==> config.mk <==
export PLATFORM = sky130hd
export DESIGN_NAME = song_writer
export DESIGN_NICKNAME = d
export VERILOG_FILES = /design/src/rtl/song_writer_pkg.sv /design/src/rtl/song_writer_tempo_tick.sv /design/src/rtl/song_writer.sv
export SDC_FILE = /design/constraint.sdc
export NUM_CORES = 1
export LEC_CHECK = 0
export ABC_CLOCK_PERIOD_IN_PS = 7800
export BUFFER_PORTS_ARGS = -buffer_cell sky130_fd_sc_hd__buf_4
export CORE_MARGIN = 5
export CORE_UTILIZATION = 55
export CTS_BUF_LIST = sky130_fd_sc_hd__clkbuf_16
export DETAILED_ROUTE_END_ITERATION = 10
export PLACE_DENSITY_LB_ADDON = 0.12
export RECOVER_POWER = 50
export SYNTH_ARGS = -nofsm -noshare
export SYNTH_HDL_FRONTEND = slang
export SYNTH_SLANG_ARGS = --single-unit
export TNS_END_PERCENT = 5
==> constraint.sdc <==
create_clock -name clk -period 7.8 [get_ports clk]
set_input_delay 1.17 -clock clk [delete_from_list [all_inputs] [get_ports clk]]
set_output_delay 1.17 -clock clk [all_outputs]
set_load 0.03 [all_outputs]
==> src/rtl/song_writer_pkg.sv <==
// Shared definitions for the song writer and song player: opcodes, limits,
// FSM encoding and small symbol helpers.
package song_writer_pkg;

  localparam logic [3:0] OP_REST        = 4'hE;
  localparam logic [3:0] OP_OCT_PREFIX  = 4'hC;
  localparam logic [3:0] OP_REPEAT      = 4'hD;
  localparam logic [2:0] OCT_MAX        = 3'd4;
  localparam logic [3:0] NOTE_COUNT     = 4'd12;
  localparam logic [8:0] END_ADDR_LIMIT = 9'd254;

  typedef enum logic [2:0] {
    ST_IDLE,
    ST_REC,
    ST_EMIT_C,
    ST_EMIT_OCT,
    ST_EMIT_NOTE,
    ST_END0,
    ST_END1,
    ST_DONE
  } state_t;

  // Held key becomes its note index; no key or an out-of-range note is a rest.
  function automatic logic [3:0] encode_symbol(input logic valid, input logic [3:0] note);
    return (valid && (note < NOTE_COUNT)) ? note : OP_REST;
  endfunction

  function automatic logic [2:0] clamp_octave(input logic [2:0] oct);
    return (oct > OCT_MAX) ? OCT_MAX : oct;
  endfunction

endpackage

==> src/rtl/song_writer_tempo_tick.sv <==
// Level-selected tempo tick: free-running counter 0..compare, one-cycle tick
// at the top. Shared with the song player.
module tempo_tick #(
  parameter int CNT_W = 21
) (
  input  logic       clk,
  input  logic       rst,
  input  logic       clear,
  input  logic [3:0] level,
  output logic       tick
);

  logic [CNT_W-1:0] count;
  logic [CNT_W-1:0] compare;

  assign compare = {CNT_W{1'b1}} - {1'b0, level, {(CNT_W-5){1'b1}}};
  assign tick    = (count == compare);

  // Count up to compare, then wrap; clear realigns the phase to a new song.
  always_ff @(posedge clk) begin
    if (rst) begin
      count <= '0;
    end else if (clear || tick) begin
      count <= '0;
    end else begin
      count <= count + 1'b1;
    end
  end

endmodule

==> src/rtl/song_writer.sv <==
// Records live key input into run-length encoded song bytes for the player.
//
// state        | meaning
// IDLE         | waiting for start
// REC          | sampling keys on tick, tracking the open run
// EMIT_C       | writing octave-prefix opcode 0xC0
// EMIT_OCT     | writing the octave byte
// EMIT_NOTE    | writing {symbol, len-1}
// END0         | writing end opcode 0xD0
// END1         | writing loop target 0x00
// DONE         | song complete, waiting for a new start
module song_writer
  import song_writer_pkg::*;
#(
  parameter int CNT_W = 21
) (
  input  logic       clk,
  input  logic       rst,
  input  logic [3:0] level,
  input  logic       start,
  input  logic       stop,
  input  logic       key_valid,
  input  logic [3:0] key_note,
  input  logic [2:0] key_octave,
  output logic       wr_en,
  output logic [7:0] wr_addr,
  output logic [7:0] wr_data,
  output logic       recording,
  output logic       done,
  output logic       full
);

  state_t     state, state_n;
  logic       tick, start_ok;

  logic       run_open, run_open_n;
  logic [3:0] run_cnt, run_cnt_n;
  logic [3:0] run_sym, run_sym_n;
  logic [2:0] run_oct, run_oct_n;

  logic [3:0] em_sym, em_sym_n;
  logic [3:0] em_cnt, em_cnt_n;
  logic [2:0] em_oct, em_oct_n;

  logic [2:0] last_oct, last_oct_n;
  logic       last_oct_ok, last_oct_ok_n;
  logic       stop_pend, stop_pend_n;

  logic       wr_en_n;
  logic [7:0] wr_addr_n, wr_data_n;
  logic       recording_n, done_n, full_n;

  logic [3:0] samp_sym;
  logic [2:0] samp_oct;
  logic       emit_req, need_prefix;
  logic [3:0] cand_sym, cand_cnt;
  logic [2:0] cand_oct;
  logic [8:0] free_addr, bytes_needed;

  assign start_ok  = start && ((state == ST_IDLE) || (state == ST_DONE));
  assign samp_sym  = encode_symbol(key_valid, key_note);
  assign samp_oct  = clamp_octave(key_octave);
  // wr_addr advances the cycle after a write, so a write in flight still owns it.
  assign free_addr = {1'b0, wr_addr} + {8'd0, wr_en};

  tempo_tick #(.CNT_W(CNT_W)) u_tempo_tick (
    .clk   (clk),
    .rst   (rst),
    .clear (start_ok),
    .level (level),
    .tick  (tick)
  );

  // Next-state, run tracking and registered-output values.
  always_comb begin
    state_n       = state;
    run_open_n    = run_open;
    run_cnt_n     = run_cnt;
    run_sym_n     = run_sym;
    run_oct_n     = run_oct;
    em_sym_n      = em_sym;
    em_cnt_n      = em_cnt;
    em_oct_n      = em_oct;
    last_oct_n    = last_oct;
    last_oct_ok_n = last_oct_ok;
    stop_pend_n   = stop_pend;
    wr_en_n       = 1'b0;
    wr_addr_n     = wr_en ? (wr_addr + 8'd1) : wr_addr;
    wr_data_n     = wr_data;
    recording_n   = recording;
    done_n        = done;
    full_n        = full;
    emit_req      = 1'b0;
    cand_sym      = run_sym;
    cand_cnt      = run_cnt;
    cand_oct      = run_oct;
    need_prefix   = 1'b0;
    bytes_needed  = 9'd1;

    case (state)
      ST_IDLE, ST_DONE: begin
        if (start) begin
          state_n       = ST_REC;
          run_open_n    = 1'b0;
          run_cnt_n     = 4'd0;
          last_oct_ok_n = 1'b0;
          stop_pend_n   = 1'b0;
          wr_addr_n     = 8'd0;
          recording_n   = 1'b1;
          done_n        = 1'b0;
          full_n        = 1'b0;
        end
      end
      ST_REC: begin
        stop_pend_n = stop_pend | stop;
        if (tick) begin
          if (run_open && (samp_sym == run_sym) && (samp_oct == run_oct) && (run_cnt != 4'hF)) begin
            run_cnt_n = run_cnt + 4'd1;
          end else begin
            emit_req   = run_open;
            run_open_n = 1'b1;
            run_cnt_n  = 4'd0;
            run_sym_n  = samp_sym;
            run_oct_n  = samp_oct;
          end
        end else if (stop_pend) begin
          if (run_open) begin
            emit_req   = 1'b1;
            run_open_n = 1'b0;
            run_cnt_n  = 4'd0;
          end else begin
            state_n = ST_END0;
          end
        end
      end
      ST_EMIT_C: begin
        stop_pend_n = stop_pend | stop;
        wr_en_n     = 1'b1;
        wr_data_n   = {OP_OCT_PREFIX, 4'h0};
        state_n     = ST_EMIT_OCT;
      end
      ST_EMIT_OCT: begin
        stop_pend_n   = stop_pend | stop;
        wr_en_n       = 1'b1;
        wr_data_n     = {1'b0, em_oct, 4'h0};
        last_oct_n    = em_oct;
        last_oct_ok_n = 1'b1;
        state_n       = ST_EMIT_NOTE;
      end
      ST_EMIT_NOTE: begin
        stop_pend_n = stop_pend | stop;
        wr_en_n     = 1'b1;
        wr_data_n   = {em_sym, em_cnt};
        state_n     = ST_REC;
      end
      ST_END0: begin
        wr_en_n   = 1'b1;
        wr_data_n = {OP_REPEAT, 4'h0};
        state_n   = ST_END1;
      end
      ST_END1: begin
        wr_en_n     = 1'b1;
        wr_data_n   = 8'h00;
        recording_n = 1'b0;
        done_n      = 1'b1;
        state_n     = ST_DONE;
      end
      default: state_n = ST_IDLE;
    endcase

    // A closing run is written only if it fits below the reserved end marker.
    if (emit_req) begin
      need_prefix  = (cand_sym != OP_REST) && (!last_oct_ok || (cand_oct != last_oct));
      bytes_needed = need_prefix ? 9'd3 : 9'd1;
      if ((free_addr + bytes_needed) > END_ADDR_LIMIT) begin
        full_n  = 1'b1;
        state_n = ST_END0;
      end else begin
        em_sym_n = cand_sym;
        em_cnt_n = cand_cnt;
        em_oct_n = cand_oct;
        state_n  = need_prefix ? ST_EMIT_C : ST_EMIT_NOTE;
      end
    end
  end

  // State, run tracking and output registers.
  always_ff @(posedge clk) begin
    if (rst) begin
      state       <= ST_IDLE;
      run_open    <= 1'b0;
      run_cnt     <= 4'd0;
      run_sym     <= 4'd0;
      run_oct     <= 3'd0;
      em_sym      <= 4'd0;
      em_cnt      <= 4'd0;
      em_oct      <= 3'd0;
      last_oct    <= 3'd0;
      last_oct_ok <= 1'b0;
      stop_pend   <= 1'b0;
      wr_en       <= 1'b0;
      wr_addr     <= 8'd0;
      wr_data     <= 8'd0;
      recording   <= 1'b0;
      done        <= 1'b0;
      full        <= 1'b0;
    end else begin
      state       <= state_n;
      run_open    <= run_open_n;
      run_cnt     <= run_cnt_n;
      run_sym     <= run_sym_n;
      run_oct     <= run_oct_n;
      em_sym      <= em_sym_n;
      em_cnt      <= em_cnt_n;
      em_oct      <= em_oct_n;
      last_oct    <= last_oct_n;
      last_oct_ok <= last_oct_ok_n;
      stop_pend   <= stop_pend_n;
      wr_en       <= wr_en_n;
      wr_addr     <= wr_addr_n;
      wr_data     <= wr_data_n;
      recording   <= recording_n;
      done        <= done_n;
      full        <= full_n;
    end
  end

endmodule
After elaboration in Yosys (flattened, before gate mapping)
Index checks and enable logic that the tools add are counted.
{"block": "op_classes", "add_sub_neg": 6, "magnitude_cmp": 3, "n_eq_ne": 21, "mux": 41, "n_bitwise": 3, "n_reduce_logical": 28}
{"operator": "case mux 8 bit (5 select lines)", "n": 1}
{"operator": "2-to-1 mux 3 bit", "n": 8}
{"operator": "2-to-1 mux 4 bit", "n": 6}
{"operator": "2-to-1 mux 8 bit", "n": 3}
{"operator": "adder 21 x 1 -> 21 bit, second input constant", "n": 1}
{"operator": "equality test 21 bit", "n": 1}
{"operator": "case mux 3 bit (7 select lines)", "n": 1}
{"operator": "subtractor 21 x 20 -> 21 bit, first input constant", "n": 1}
{"operator": "2-to-1 mux 1 bit", "n": 15}
{"operator": "inequality test 3 bit, second input constant", "n": 5}
{"operator": "equality test 3 bit, second input constant", "n": 4}
{"operator": "AND reduction 4 bit", "n": 3}
{"operator": "case mux 1 bit (2 select lines)", "n": 5}
{"operator": "adder 8 x 1 -> 9 bit", "n": 1}
{"operator": "adder 9 x 2 -> 9 bit", "n": 1}
{"operator": "greater-than comparator 9 x 8 -> 1 bit, second input constant", "n": 1}
{"operator": "adder 8 x 1 -> 8 bit, second input constant", "n": 1}
{"operator": "inequality test 4 bit, second input constant", "n": 2}
{"operator": "case mux 4 bit (2 select lines)", "n": 1}
{"operator": "AND reduction 2 bit", "n": 4}
{"operator": "nonzero test 2 bit", "n": 4}
{"operator": "equality test 3 x 2 -> 1 bit, second input constant", "n": 2}
{"operator": "logical AND 1 bit", "n": 6}
{"operator": "inequality test 3 x 2 -> 1 bit, second input constant", "n": 2}
{"operator": "19 further kinds", "n": 23}
{"block": "word_totals", "regBits": 72, "in_bits": 16}

Depth between registers and ports, before layout
Gate-level depths: netlist of run 1.
{"block": "depth", "ltp_word": 12, "depth_mapped": 12, "mapped_depth_nobuf": 11}

Modules after synthesis
Synthesis of run 1 repeated with hierarchy kept, for this count alone.
{"block": "unflattened", "hier_cells": 428, "area_unflattened_um2": 3626.0}
{"mod": "song_writer", "instances": 1, "cells_each": 307, "area_per_inst_um2": 2592.5, "seq_area_each_um2": 1021.0}
{"mod": "tempo_tick", "instances": 1, "cells_each": 121, "area_per_inst_um2": 1033.5, "seq_area_each_um2": 420.4}

Least setup slack after synthesis of run 1
OpenSTA, ideal clock, no wires.
{"block": "synth_timing", "path_kind": "reg-to-reg", "start": "reg wr_en", "end": "reg em_cnt[0]", "setup_ps": 70, "arrival_time_ps": 2672, "required_time_ps": 7730, "path_slack_ps": 5058, "stages_incl_launch_ff": 11, "path_buffers": 1, "synth_period_minus_slack_ps": 2742, "cell_sequence": "dfxtp_1 -> inv_1 -> ha_1 -> fa_1 -> nor2_1 -> or4b_1 -> a31oi_1 -> a211o_1 -> buf_2 -> o21ai_2 -> a21oi_2"}
{"block": "synth_between", "elab_chain_cells": 5}
{"element": "from (decl)", "line_no": "song_writer.sv:25", "rtl": "output logic wr_en,"}
{"element": "from (signal assigned)", "line_no": "song_writer.sv:219", "rtl": "wr_en <= wr_en_n;"}
{"element": "adder 8 x 1 -> 9 bit", "line_no": "song_writer.sv:64", "rtl": "assign free_addr = {1'b0, wr_addr} + {8'd0, wr_en};"}
{"element": "adder 9 x 2 -> 9 bit", "line_no": "song_writer.sv:175", "rtl": "if ((free_addr + bytes_needed) > END_ADDR_LIMIT) begin"}
{"element": "greater-than comparator 9 x 8 -> 1 bit", "line_no": "song_writer.sv:175"}
{"element": "NOT 1 bit (no source line)"}
{"element": "AND reduction 2 bit (no source line)"}
{"element": "to (signal assigned)", "line_no": "song_writer.sv:214", "rtl": "em_cnt <= em_cnt_n;"}
{"element": "to (decl)", "line_no": "song_writer.sv:42", "rtl": "logic [3:0] em_cnt, em_cnt_n;"}
Every way passes these cells.
A chain may end at the register's enable or synchronous reset.

Worst setup path in the final report of run 1
{"block": "layout_timing", "start": "in rst", "end": "reg u_tempo_tick.count[20]"}
{"block": "layout_between", "elab_chain_cells": 1}
{"element": "from (decl)", "line_no": "song_writer.sv:18", "rtl": "input logic rst,"}
{"element": "OR reduction 2 bit (no source line)"}
{"element": "to (signal assigned)", "line_no": "song_writer_tempo_tick.sv:26", "rtl": "count <= count + 1'b1;"}
{"element": "to (decl)", "line_no": "song_writer_tempo_tick.sv:13", "rtl": "logic [CNT_W-1:0] count;"}
Every way passes these cells.

==> qor.log, run 1 <==
INFO  die            core-area=0.006681sqmm
INFO  place          dpl_worst_slack=4.172ns
INFO  critical_path  crit_path_start_kind=input pin
INFO  layout         syn_to_final_growth=14.59%
INFO  critical_path  worst_r2r_path_depth=9
INFO  route          drt_first_pass_iters=4
INFO  synth          synthesis.nets=450
INFO  layout         antenna_cell_count=0
INFO  route          detail_route.iter0.violations=167
INFO  die            floorplan.die_area=0.008493sqmm
INFO  layout         fillCellCount=594
INFO  critical_path  family_with_the_most_delay_on_the_worst_path=buffers and inverters
INFO  run            max_cap_viol_count=1
INFO  synth          synth_cell_type_count=66
INFO  place          port-buffer-count=35
INFO  layout         layout.core_utilization=0.6367
INFO  min_path       hold_depth=2
INFO  synth          post_synth_most_frequent_cells=72 x sky130_fd_sc_hd__dfxtp_1, 50 x sky130_fd_sc_hd__nor2_1, 27 x sky130_fd_sc_hd__nand2_1
INFO  global_route   grt_remaining_overflow=0
INFO  sta            layout_setup_ws=4.106ns
INFO  sta            timing.final.max_slew_violations=46
INFO  synth          post_synth_main_area_contributors=sky130_fd_sc_hd__dfxtp_1 39%, sky130_fd_sc_hd__xor2_1 5.4%, sky130_fd_sc_hd__nor2_1 5.1%
INFO  die            initial_utilization=0.5556
INFO  route          finalWirelength=8244um
INFO  pwr            peak_supply_drop=0.1410mV
INFO  global_route   grt_max_degree=46
INFO  critical_path  worstPathCellList=clkbuf_1 -> a21oi_1 -> nand2_1 -> nor2_1
INFO  critical_path  critical_path_required=7.99ns
INFO  sta            slew-limit-headroom=-0.5237
INFO  cts            ctsRootBufferMaster=sky130_fd_sc_hd__clkbuf_16
INFO  critical_path  endpoint_kind=flop
INFO  global_route   grt_pass1_wl=13890um
INFO  critical_path  max_stage_delay=1.59ns
INFO  sta            top_achievable_clock_speed=0.2707GHz
INFO  global_route   grt_antenna_before_repair=0
INFO  layout         final_net_count=476
INFO  synth          postSynthRegisterBits=72
INFO  synth          synthesis.area=0.003712sqmm
INFO  sta            rsz0062_at_grt=false
INFO  route          wl_per_cell=15.32um
INFO  critical_path  worst-path-max-fanout=45
INFO  global_route   number_of_global_route_vias_before_repair=2903
INFO  synth          synth_largest_type_area_fraction=0.3883
INFO  synth          syn_avg_cell_area=8.694squm
INFO  cts            clock_sinks=72
INFO  route          vias=3164
INFO  die            placement_rows=30
INFO  cts            cts_inserted_buffers=9
INFO  critical_path  cp_data_arrival_time=3.88ns
INFO  place          dp.final_hpwl=5742um
INFO  route          routed_via_density=5.881
INFO  synth          synthMostInstantiatedCell=sky130_fd_sc_hd__dfxtp_1
INFO  place          gpl.final_weighted_congestion=0.8493
INFO  die            boundaryPins=36
INFO  synth          synth_edf_count=0
INFO  sta            final_sum_of_negative_setup_slack=0ns
INFO  synth          post_synthesis_cell_type_with_the_largest_combined_area=sky130_fd_sc_hd__dfxtp_1
INFO  synth          ys.warnings.count=0
INFO  die            floorplan.die.height=92.16um
INFO  synth          synth_cells=427
INFO  cts            htree_levels=3
INFO  global_route   grt_util_all_layers=0.2028
INFO  route          final_antenna_net_count=0
INFO  cts            worst_skew_pair.late_latency=0.33ns
INFO  sta            final.period_utilization=0.4736
INFO  outcome        failed_checks=capacitance limit, slew limit
INFO  outcome        run_status=finished with violations
INFO  synth          ys_dominant_reg_cell=sky130_fd_sc_hd__dfxtp_1
INFO  sta            layout_min_cycle_time=3.694ns
INFO  cts            tritoncts=built
INFO  pwr            p_per_area=232.4mW/mm^2
INFO  sta            final-setup-viol-count=0
INFO  cts            postCtsSetupBuffers=0
INFO  place          place_inst=522
INFO  layout         post_layout_nonfiller_instances=538
INFO  critical_path  cp_num_cells=4
INFO  cts            cts_hold_repair.buffers=0
INFO  critical_path  timing_worst_setup_path_type=input pin to flop
INFO  synth          async_set_or_reset_flop_fraction_in_the_synthesized_netlist=0
INFO  sta            skew=0.004481ns
INFO  route          drc_errors=0
INFO  sta            finalHoldViolCount=0
INFO  die            floorplan.die.width=92.16um
INFO  critical_path  critical_path.slowest_cell=sky130_fd_sc_hd__clkbuf_1
INFO  synth          seq_area_frac_synth=0.3883
INFO  cts            cts.repair.resized=0
INFO  critical_path  worst-path-buf-inv=1
INFO  cts            cts-root-to-sink-buffers=2
INFO  cts            clk_slew_on_worst_s_h_paths=0.06ns
INFO  min_path       min-delay-path-class=flop to flop
INFO  layout         fraction_of_final_layout_cells_sized_beyond_drive_strength_1=0.1419
INFO  sta            timing_worst_slew_pin_value=2.286ns
INFO  pwr            power_leakage=1.434nW
cell families after synthesis:
| logic type | share of synthesized area |
|---|---|
| simple gates | 0.2198 |
| buf+inv | 0.04348 |
| flops | 0.3883 |
| xor+xnor | 0.08257 |
| mux | 0.005393 |
| compound gates | 0.2349 |
| fa+ha+maj | 0.02561 |
cell type report:
class                   count  area, sq um  share of cell area
clock buffers               9        225.2             0.05294
clock inverters             7        133.9             0.03147
inverters                  16        60.06             0.01412
multi-input cells         319         2110              0.4959
flip-flops and latches     72         1441              0.3388
well taps                  80        100.1             0.02353
repair buffers             35        183.9             0.04324
metrics by stage:
| step | total power, mW | area (sq um) | hold WS (ns) |
|---|---|---|---|
| after floorplan | 0.4725 | 3712 | 0.4414 |
| after global placement | 0.5013 | 3974 | 0.4586 |
| after detailed placement | 0.5038 | 3974 | 0.4630 |
| after CTS | 0.9998 | 4333 | 0.4720 |
| after global routing | 1.030 | 4254 | 0.5035 |
| final | 0.9888 | 4254 | 0.4754 |
sequential cells by signal, summed over array words and instances (netlist names):
signal / flops
recording: 1
wr_addr: 8
last_oct_ok: 1
cand_cnt: 4
done: 1
em_cnt: 4
run_open: 1
stop_pend: 1
cand_sym: 4
em_oct: 3
em_sym: 4
full: 1
state: 3
wr_en: 1
last_oct: 3
wr_data: 8
u_tempo_tick.count: 21
cand_oct: 3
worst reg2reg max path, stage by stage (launching register included):
cell                       delay, ns
sky130_fd_sc_hd__dfxtp_1        0.35
sky130_fd_sc_hd__nand2b_1       0.20
sky130_fd_sc_hd__o21ai_0        0.49
sky130_fd_sc_hd__fa_1           0.51
sky130_fd_sc_hd__nor2_1         0.16
sky130_fd_sc_hd__or4b_1         0.45
sky130_fd_sc_hd__a31oi_1        0.33
sky130_fd_sc_hd__a211o_1        0.51
sky130_fd_sc_hd__nor3_1         0.09
sky130_fd_sc_hd__o31ai_1        0.26
final timing paths:
kind                                                from                                end  slack, ns
worst max register to register  cand_sym[0]$_SDFFE_PP0P_              state[2]$_SDFFE_PP0P_       4.37
worst min register to register    em_sym[2]$_SDFFE_PP0P_             em_sym[2]$_SDFFE_PP0P_       0.48
worst min-delay path              em_sym[2]$_SDFFE_PP0P_             em_sym[2]$_SDFFE_PP0P_       0.48
worst max-delay path                                 rst  u_tempo_tick.count[20]$_SDFF_PP0_       4.11
report_power, final:
| group | internal, mW | leakage [nW] | switching [mW] | total, mW |
|---|---|---|---|---|
| Sequential | 0.378 | 0.582 | 0.0168 | 0.395 |
| Combinational | 0.0343 | 0.675 | 0.0642 | 0.0984 |
| Clock | 0.342 | 0.177 | 0.153 | 0.496 |
metal layers:
metal  wire length (um)  part of all wire  vias up  track usage
li1                   -                 -     1600            -
met5                  0                 0        -            0
met1               4029              0.49     1487       0.2762
met4                116             0.014        0      0.08787
met2               3742              0.45       64       0.3072
met3                356             0.043       13      0.04512
placed cells by master, fill, tap and decap left out, drive strengths merged, types with 5 or more instances in the layout:
cell / Yosys / final
buf: 9 / 14
a22oi: 6 / 6
inv: 15 / 15
clkbuf: 11 / 30
o21ai: 30 / 30
nor3: 8 / 8
dfxtp: 72 / 72
nand2: 27 / 27
nor2b: 6 / 6
a31oi: 5 / 5
nand4: 11 / 11
nor2: 51 / 51
nand3: 26 / 26
xnor2: 12 / 12
a21oi: 29 / 29
and3: 5 / 5
a21o: 5 / 5
ha: 6 / 6
a211oi: 10 / 10
xor2: 23 / 23
Power figures use the tool's default switching activity.
==> run 2: changes to the inputs <==
- ABC_AREA: default -> 1
- ABC_CLOCK_PERIOD_IN_PS: 7800 -> 3800
- clock period: 7.8 -> 3.8 ns (I/O delays scaled with it)
==> run 2 against run 1 <==
  * Critical path type is now flop to flop
  * Utilization is 1.3 points higher
  * Die area is 2.1% lower
  * The run now ends clean
  * Critical path depth is 8 higher
  * Synthesized cell count is 19% higher
  * Area after synthesis is 2.3% lower
  * Cell count is 17% higher
  * Wire length is 3.6% lower
  * Power is 140% higher
  * Worst hold slack worse by 0.014 ns
  * Global-route usage is 0.72 points lower
==> qor.log, run 2 <==
INFO  route          wl_per_cell=12.62um [was 15.32 um]
INFO  synth          ys_dominant_reg_cell=sky130_fd_sc_hd__dfxtp_1 [unchanged]
INFO  pwr            power_switching=0.8703mW [was 0.2342 mW]
INFO  sta            timing_worst_slew_pin_value=0.6969ns [was 2.286 ns]
INFO  layout         layout.core_utilization=0.6499 [was 0.6367]
INFO  sta            final_sum_of_negative_setup_slack=0ns [unchanged]
INFO  synth          async_set_or_reset_flop_fraction_in_the_synthesized_netlist=0 [unchanged]
INFO  place          placed_cell_area=0.003941sqmm [was 0.003974 sq mm]
INFO  layout         largest_register_ffs=21 [unchanged]
INFO  global_route   grt_remaining_overflow=0 [unchanged]
INFO  pwr            clock_power_share=0.348 [was 0.501]
INFO  global_route   grt_util_all_layers=0.1956 [was 0.2028]
INFO  layout         stdcell_area=0.004150sqmm [was 0.004254 sq mm]
INFO  min_path       hold-path-endpoint=wr_data[3]$_SDFFE_PP0P_ [was em_sym[2]$_SDFFE_PP0P_]
INFO  synth          ys.warnings.count=0 [unchanged]
INFO  synth          share_of_synthesized_area_spent_on_multiplexers=0 [was 0.005393]
INFO  synth          synth_edf_count=0 [unchanged]
INFO  synth          synth_xor_xnor_area_share=0.03382 [was 0.08257]
INFO  global_route   number_of_global_route_vias_before_repair=2968 [was 2903]
INFO  critical_path  critical_path.slowest_cell=sky130_fd_sc_hd__dfxtp_1 [was sky130_fd_sc_hd__clkbuf_1]
INFO  sta            final-setup-viol-count=0 [unchanged]
INFO  die            floorplan.die_area=0.008317sqmm [was 0.008493 sq mm]
INFO  synth          synthesis.nets=533 [was 450]
INFO  pwr            fin_total_pwr=2.407mW [was 0.9888 mW]
INFO  sta            top_achievable_clock_speed=0.3835GHz
INFO  sta            skew=0.005068ns [was 0.004481 ns]
INFO  sta            slew-limit-headroom=0.5343 [was -0.5237]
INFO  cts            ctsRootBufferMaster=sky130_fd_sc_hd__clkbuf_16 [unchanged]
INFO  cts            worst_skew_pair.late_latency=0.33ns [about the same]
INFO  route          finalWirelength=7949um [was 8244 um]
INFO  route          routed_via_density=5.157 [was 5.881]
INFO  cts            cts-root-to-sink-buffers=2 [unchanged]
INFO  critical_path  worst-path-max-fanout=13 [was 45]
INFO  route          drt_first_pass_iters=4 [unchanged]
INFO  layout         syn_to_final_growth=14.46% [was 14.59%]
INFO  synth          post_synth_most_frequent_cells=126 x sky130_fd_sc_hd__nand2_1, 72 x sky130_fd_sc_hd__dfxtp_1, 67 x sky130_fd_sc_hd__nor2_1 [was 72 x sky130_fd_sc_hd__dfxtp_1, 50 x sky130_fd_sc_hd__nor2_1, 27 x sky130_fd_sc_hd__nand2_1]
INFO  synth          synth_cell_type_count=42 [was 66]
INFO  synth          post_synthesis_cell_type_with_the_largest_combined_area=sky130_fd_sc_hd__dfxtp_1 [unchanged]
INFO  outcome        run_status=completed [was finished with violations]
INFO  cts            htree_levels=3 [unchanged]
INFO  critical_path  max_stage_delay=0.43ns [was 1.59 ns]
INFO  die            floorplan.die.width=91.20um [was 92.16 um]
INFO  route          final_antenna_net_count=0 [unchanged]
INFO  cts            cts_hold_repair.buffers=0 [unchanged]
INFO  synth          post_synth_main_area_contributors=sky130_fd_sc_hd__dfxtp_1 40%, sky130_fd_sc_hd__nand2_1 13%, sky130_fd_sc_hd__nor2_1 6.9% [was sky130_fd_sc_hd__dfxtp_1 39%, sky130_fd_sc_hd__xor2_1 5.4%, sky130_fd_sc_hd__nor2_1 5.1%]
INFO  layout         final_net_count=571 [was 476]
INFO  place          gpl.final_weighted_congestion=0.9087 [was 0.8493]
INFO  layout         fraction_of_final_layout_cells_sized_beyond_drive_strength_1=0.1356 [was 0.1419]
INFO  pwr            power.sequential.fraction=0.371 [was 0.399]
INFO  die            boundaryPins=36 [unchanged]
INFO  global_route   grt_pass1_wl=13430um [was 13890 um]
INFO  critical_path  critical_path_required=4.01ns [was 7.99 ns]
INFO  min_path       min-delay-start=wr_data[3]$_SDFFE_PP0P_ [was em_sym[2]$_SDFFE_PP0P_]
INFO  critical_path  rrSetupSlack=1.19ns [was 4.37 ns]
INFO  critical_path  start_point_of_the_critical_path=cand_oct[1]$_SDFFE_PP0P_ [was rst]
INFO  synth          synthMostInstantiatedCell=sky130_fd_sc_hd__nand2_1 [was sky130_fd_sc_hd__dfxtp_1]
INFO  pwr            power.share.switching=0.3615 [was 0.2369]
INFO  pwr            peak_supply_drop=0.3576mV [was 0.1410 mV]
INFO  synth          seq_area_frac_synth=0.3975 [was 0.3883]
INFO  layout         layout.cells.most_common=sky130_fd_sc_hd__nand2_1 [was sky130_fd_sc_hd__dfxtp_1]
INFO  layout         biggestRegsByFlops=u_tempo_tick.count (21), wr_addr (8), wr_data (8) [unchanged]
INFO  synth          synthSimpleGateAreaFrac=0.3313 [was 0.2198]
INFO  cts            tritoncts=built [unchanged]
INFO  route          detail_route.iter0.violations=133 [was 167]
INFO  layout         layout_common_cells=126 x sky130_fd_sc_hd__nand2_1, 72 x sky130_fd_sc_hd__dfxtp_1, 69 x sky130_fd_sc_hd__nor2_1 [was 72 x sky130_fd_sc_hd__dfxtp_1, 50 x sky130_fd_sc_hd__nor2_1, 27 x sky130_fd_sc_hd__nand2_1]
INFO  synth          syn_avg_cell_area=7.110squm [was 8.694 sq um]
INFO  critical_path  r2r_end=em_oct[2]$_SDFFE_PP0P_ [was state[2]$_SDFFE_PP0P_]
INFO  synth          synthesis.area=0.003626sqmm [was 0.003712 sq mm]
INFO  min_path       min-delay-path-class=flop to flop [unchanged]
INFO  synth          yosys.area_share.adder=0.02622 [was 0.02562]
INFO  die            placement_rows=29 [was 30]
INFO  sta            final.period_utilization=0.6862
INFO  critical_path  worstPathCellList=xnor2_1 -> nand4_1 -> nand2_1 -> fa_1 -> nor2_1 -> o21ai_0 -> nor3_1 -> nand2_1 -> nand3_4 -> clkinv_2 -> nand2_1 -> a21oi_1 [was clkbuf_1 -> a21oi_1 -> nand2_1 -> nor2_1]
INFO  place          dp.final_hpwl=5895um [was 5742 um]
INFO  global_route   grt_max_degree=30 [was 46]
INFO  critical_path  worst_r2r_path_depth=12 [was 9]
INFO  pwr            power_leakage=1.634nW [was 1.434 nW]
INFO  min_path       hold_depth=2 [unchanged]
INFO  die            floorplan.die.height=91.20um [was 92.16 um]
INFO  synth          synth_largest_type_area_fraction=0.3975 [was 0.3883]
INFO  die            initial_utilization=0.5678 [was 0.5556]
INFO  pwr            p_per_area=580.1mW/mm^2 [was 232.4 mW/mm^2]
INFO  layout         most_flop_heavy_register=u_tempo_tick.count [unchanged]
INFO  critical_path  cp_data_arrival_time=2.82ns [was 3.88 ns]
INFO  cts            clk_slew_on_worst_s_h_paths=0.06ns [about the same]
INFO  sta            timing.final.max_slew_violations=0 [was 46]
INFO  cts            clock_sinks=72 [unchanged]
INFO  cts            cts_inserted_buffers=9 [unchanged]
INFO  route          vias=3249 [was 3164]
INFO  synth          postSynthRegisterBits=72 [unchanged]
INFO  critical_path  crit_path_frequent_cell=sky130_fd_sc_hd__nand2_1
INFO  critical_path  timing_worst_setup_path_type=flop to flop [was input pin to flop]
INFO  synth          synth-compound-area-share=0.1325 [was 0.2349]
INFO  critical_path  endpoint_kind=flop [unchanged]
INFO  global_route   grt_antenna_before_repair=0 [unchanged]
INFO  route          drc_errors=0 [unchanged]
INFO  layout         antenna_cell_count=0 [unchanged]
INFO  sta            layout_min_cycle_time=2.608ns
INFO  synth          synth_cells=510 [was 427]
INFO  pwr            power_report.internal_total=1.537mW [was 0.7546 mW]
INFO  synth          largest_family_of_logic_cells_by_synthesized_area=simple AND/OR/NAND/NOR gates [was compound AO/OA/AOI/OAI gates]
INFO  place          port-buffer-count=35 [unchanged]
INFO  cts            postCtsSetupBuffers=0 [unchanged]
INFO  cts            cts.repair.resized=0 [unchanged]
INFO  run            max_cap_viol_count=0 [was 1]
INFO  critical_path  timing.rr.start=cand_oct[1]$_SDFFE_PP0P_ [was cand_sym[0]$_SDFFE_PP0P_]
INFO  die            core-area=0.006386sqmm [was 0.006681 sq mm]
INFO  sta            finalHoldViolCount=0 [unchanged]
INFO  pwr            power_frac_comb=0.281 [was 0.100]
INFO  sta            rsz0062_at_grt=false [unchanged]
INFO  critical_path  crit_path_start_kind=flop [was input pin]
## run 2: worst max-delay path: cells and delay by family, from the launching register on
| kind | cells | cell delay [ns] |
|---|---|---|
| flip-flops | 1 | 0.43 |
| AO/OA/AOI/OAI | 2 | 0.14 |
| adder cells (fa/ha/maj) | 1 | 0.43 |
| buffers and inverters | 1 | 0.25 |
| AND/OR/NAND/NOR | 7 | 1.07 |
| XOR/XNOR | 1 | 0.15 |
## run 2: worst max path at each step
stage | cells after the start | end
4_1_cts | 12 | em_oct[2]$_SDFFE_PP0P_
5_1_grt | 12 | em_sym[3]$_SDFFE_PP0P_
3_5_place_dp | 12 | em_cnt[2]$_SDFFE_PP0P_
3_3_place_gp | 12 | em_oct[2]$_SDFFE_PP0P_
2_1_floorplan | 12 | em_oct[1]$_SDFFE_PP0P_
6_report | 12 | em_oct[2]$_SDFFE_PP0P_
## run 2: cell families (layout without fill, tap and decap cells)
family                   Yosys count  count (layout)
buffers and inverters             72             115
adder cells (fa/ha/maj)            7               7
flip-flops                        72              72
XOR/XNOR                          14              14
AO/OA/AOI/OAI                     79              79
AND/OR/NAND/NOR                  266             266
## run 2: through the flow
stage	worst slack, ns	hold slack [ns]	instances
4_1_cts	1.190	0.4634	630
2_1_floorplan	1.431	0.4284	510
6_report	1.192	0.4611	630
3_5_place_dp	1.213	0.4541	614
5_1_grt	0.9393	0.4878	630
3_3_place_gp	1.277	0.4516	614
## run 2: power groups by stage
stage                     combinational (mW)  sequential, mW  clock, mW
final                                  0.677           0.893      0.837
after detailed placement               0.706           0.910          0
after global routing                   0.778           0.905      0.883
after CTS                              0.710           0.894      0.844
after global placement                 0.691           0.909          0
after floorplan                        0.482           0.947          0
## run 2: cell type report
cell class	instances	area [sq um]
Multi-Input combinational cell	366	1889
Clock inverter	7	72.57
Tap cell	77	96.34
Inverter	64	241.5
Fill cell	584	2236
Timing Repair Buffer	35	183.9
Sequential cell	72	1441
Clock buffer	9	225.2
## run 2: layer usage
layer	GRT usage	up-vias	wire (um)
li1	-	1723	-
met4	0.05868	0	91
met3	0.04959	9	428
met1	0.2644	1455	3898
met2	0.3083	62	3530
met5	0	-	0
==> run 3: changes to the inputs <==
- ABC_CLOCK_PERIOD_IN_PS: 3800 -> 2380
- CORE_UTILIZATION: 55 -> 53
- clock period: 3.8 -> 2.38 ns (I/O delays scaled with it)
==> run 3 against run 2 <==
  * Clock skew increased by 0.00094 ns
  * Utilization decreased by 0.85 points
  * Maximum frequency increased by 16%
  * Combinational power increased by 64%
  * Flip-flop and latch count unchanged
  * Worst hold slack got worse by 0.17 ns
  * Clock power increased by 64%
  * Worst setup slack got worse by 1.1 ns
  * Largest cell class unchanged
  * Largest power group unchanged
==> qor.log, run 3 (same netlist as run 2, synthesis figures left out) <==
INFO  route          final_antenna_net_count=0 [unchanged]
INFO  place          gpl.final_weighted_congestion=0.8484 [was 0.9087]
INFO  critical_path  critical_path_required=2.65ns [was 4.01 ns]
INFO  die            floorplan.die.height=92.72um [was 91.20 um]
INFO  critical_path  worstPathCellList=xnor2_1 -> nand4_1 -> nand2_2 -> fa_1 -> nor2_1 -> o21ai_1 -> nor3_2 -> nand2_1 -> nand3_4 -> clkbuf_16 -> nand2_1 -> a21oi_2 [was xnor2_1 -> nand4_1 -> nand2_1 -> fa_1 -> nor2_1 -> o21ai_0 -> nor3_1 -> nand2_1 -> nand3_4 -> clkinv_2 -> nand2_1 -> a21oi_1]
INFO  cts            clock_sinks=72 [unchanged]
INFO  min_path       min-delay-path-class=input pin to flop [was flop to flop]
INFO  sta            slew-limit-headroom=0.5859 [was 0.5343]
INFO  route          drt_first_pass_iters=4 [unchanged]
INFO  layout         layout_common_cells=125 x sky130_fd_sc_hd__nand2_1, 69 x sky130_fd_sc_hd__nor2_1, 69 x sky130_fd_sc_hd__dfxtp_1 [was 126 x sky130_fd_sc_hd__nand2_1, 72 x sky130_fd_sc_hd__dfxtp_1, 69 x sky130_fd_sc_hd__nor2_1]
INFO  die            boundaryPins=36 [unchanged]
INFO  critical_path  worst-path-max-fanout=6 [was 13]
INFO  min_path       hold_depth=3 [was 2]
INFO  sta            finalHoldViolCount=0 [unchanged]
INFO  route          drc_errors=0 [unchanged]
INFO  global_route   grt_util_all_layers=0.1956 [about the same]
INFO  layout         syn_to_final_growth=18.84% [was 14.46%]
INFO  sta            top_achievable_clock_speed=0.4433GHz [was 0.3835 GHz]
INFO  sta            final.period_utilization=0.9478 [was 0.6862]
INFO  layout         fraction_of_final_layout_cells_sized_beyond_drive_strength_1=0.1717 [was 0.1356]
INFO  critical_path  max_stage_delay=0.41ns [was 0.43 ns]
INFO  global_route   grt_antenna_before_repair=0 [unchanged]
INFO  sta            skew=0.006013ns [was 0.005068 ns]
INFO  layout         final_net_count=583 [was 571]
INFO  pwr            p_per_area=907.8mW/mm^2 [was 580.1 mW/mm^2]
INFO  route          wl_per_cell=12.60um [was 12.62 um]
INFO  place          dp.final_hpwl=6023um [was 5895 um]
INFO  place          port-buffer-count=35 [unchanged]
INFO  die            floorplan.die.width=92.72um [was 91.20 um]
INFO  global_route   grt_max_degree=30 [unchanged]
INFO  critical_path  worst_r2r_path_depth=12 [unchanged]
INFO  pwr            peak_supply_drop=0.4552mV [was 0.3576 mV]
INFO  die            placement_rows=30 [was 29]
INFO  route          detail_route.iter0.violations=184 [was 133]
INFO  cts            ctsRootBufferMaster=sky130_fd_sc_hd__clkbuf_16 [unchanged]
INFO  cts            cts_inserted_buffers=9 [unchanged]
INFO  sta            final_sum_of_negative_setup_slack=0ns [unchanged]
INFO  global_route   grt_remaining_overflow=0 [unchanged]
INFO  place          place_inst=626 [was 614]
INFO  critical_path  endpoint_kind=flop [unchanged]
INFO  critical_path  timing_worst_setup_path_type=flop to flop [unchanged]
INFO  critical_path  family_with_the_most_delay_on_the_worst_path=simple AND/OR/NAND/NOR gates [unchanged]
INFO  layout         most_flop_heavy_register=u_tempo_tick.count [unchanged]
INFO  die            initial_utilization=0.5397 [was 0.5678]
INFO  route          vias=3309 [was 3249]
INFO  cts            clk_slew_on_worst_s_h_paths=0.06ns [about the same]
INFO  cts            cts-root-to-sink-buffers=2 [unchanged]
INFO  pwr            power_leakage=1.723nW [was 1.634 nW]
INFO  cts            tritoncts=built [unchanged]
INFO  route          finalWirelength=8129um [was 7949 um]
INFO  critical_path  cp_data_arrival_time=2.53ns [was 2.82 ns]
INFO  pwr            fin_total_pwr=3.912mW [was 2.407 mW]
INFO  layout         antenna_cell_count=0 [unchanged]
INFO  layout         area_of_combinational_cells_with_multiple_inputs=0.001907sqmm [was 0.001889 sq mm]
INFO  sta            timing_worst_slew_pin_value=0.6189ns [was 0.6969 ns]
INFO  cts            worst_skew_pair.late_latency=0.33ns [about the same]
INFO  sta            timing.final.max_slew_violations=0 [unchanged]
INFO  critical_path  worst-path-buf-inv=1 [unchanged]
INFO  critical_path  crit_path_start_kind=flop [unchanged]
INFO  layout         final-seq-area=0.001445sqmm [was 0.001441 sq mm]
INFO  route          routed_via_density=5.130 [was 5.157]
INFO  critical_path  crit_path_frequent_cell=sky130_fd_sc_hd__nand2_1 [unchanged]
INFO  die            floorplan.die_area=0.008596sqmm [was 0.008317 sq mm]
INFO  layout         fillCellCount=598 [was 584]
INFO  run            max_cap_viol_count=0 [unchanged]
INFO  cts            htree_levels=3 [unchanged]
INFO  die            core-area=0.006719sqmm [was 0.006386 sq mm]
INFO  global_route   number_of_global_route_vias_before_repair=2965 [was 2968]
INFO  layout         largest_register_ffs=21 [unchanged]
INFO  sta            whs=0.2946ns [was 0.4611 ns]
INFO  sta            final-setup-viol-count=0 [unchanged]
INFO  critical_path  cp_num_cells=12 [unchanged]
INFO  layout         post_layout_nonfiller_instances=645 [was 630]
INFO  outcome        run_status=completed [unchanged]
INFO  layout         layout.cells.most_common=sky130_fd_sc_hd__nand2_1 [unchanged]
INFO  global_route   grt_pass1_wl=13450um [was 13430 um]
INFO  critical_path  critical_path.slowest_cell=sky130_fd_sc_hd__fa_1 [was sky130_fd_sc_hd__dfxtp_1]
INFO  sta            layout_min_cycle_time=2.256ns [was 2.608 ns]
INFO  layout         biggestRegsByFlops=u_tempo_tick.count (21), wr_addr (8), wr_data (8) [unchanged]
==> run 3: changes by cell type in the layout (fill, tap and decap cells not counted), sizes merged <==
cell / previous run / this run
buf: 14 / 27
inv: 62 / 64
clkbuf: 30 / 29
clkinv: 6 / 5
clkinvlp: 2 / 1
==> run 3: metrics by stage <==
step | setup WS (ns) | util | cell area (sq um)
2_1_floorplan | 0.01063 | - | 3626
3_3_place_gp | 0.06190 | 0.5972 | 4013
3_5_place_dp | -0.01104 | 0.5972 | 4013
4_1_cts | 0.0006117 | 0.6436 | 4324
5_1_grt | -0.02235 | 0.6413 | 4309
6_report | 0.1242 | 0.6413 | 4309
==> run 3: cell type report <==
cell class	instances	area share
multi-input cells	366	0.4425
inverters	64	0.05691
clock buffers	9	0.05226
well taps	80	0.02323
repair buffers	47	0.07114
flip-flops and latches	72	0.3354
clock inverters	7	0.01858
==> run 3: per-layer routing <==
layer	vias to the layer above	wire, um	GRT usage
li1	1737	-	-
met4	0	103	0.05861
met3	11	386	0.05118
met2	60	3696	0.3172
met5	-	0	0
met1	1501	3943	0.2561
==> run 3: report_power, final <==
part,internal [mW],total (mW),switching [mW]
registers,1.31,1.43,0.121
logic,0.352,1.11,0.762
clock network,0.823,1.37,0.543
total,2.49,3.91,1.43
==> run 3: path summary, 6_finish.rpt <==
check	startpoint	endpoint	slack [ns]
max	last_oct[0]$_SDFFE_PP0P_	em_cnt[2]$_SDFFE_PP0P_	0.12
min	stop	stop_pend$_SDFFE_PP0P_	0.29
max reg2reg	last_oct[0]$_SDFFE_PP0P_	em_cnt[2]$_SDFFE_PP0P_	0.12
min reg2reg	wr_data[3]$_SDFFE_PP0P_	wr_data[3]$_SDFFE_PP0P_	0.46
==> run 3: what timing repair did <==
item,in CTS,in global routing
setup buffers,0,2
setup endpoints to repair,11,12
cloned,0,1
hold buffers,0,0
resized for setup,2,9
pin swaps,0,9
==> run 3: worst min-delay path, stage by stage <==
cell	delay (ns)
sky130_fd_sc_hd__buf_4	0.11
sky130_fd_sc_hd__o31ai_1	0.05
sky130_fd_sc_hd__a21oi_1	0.05
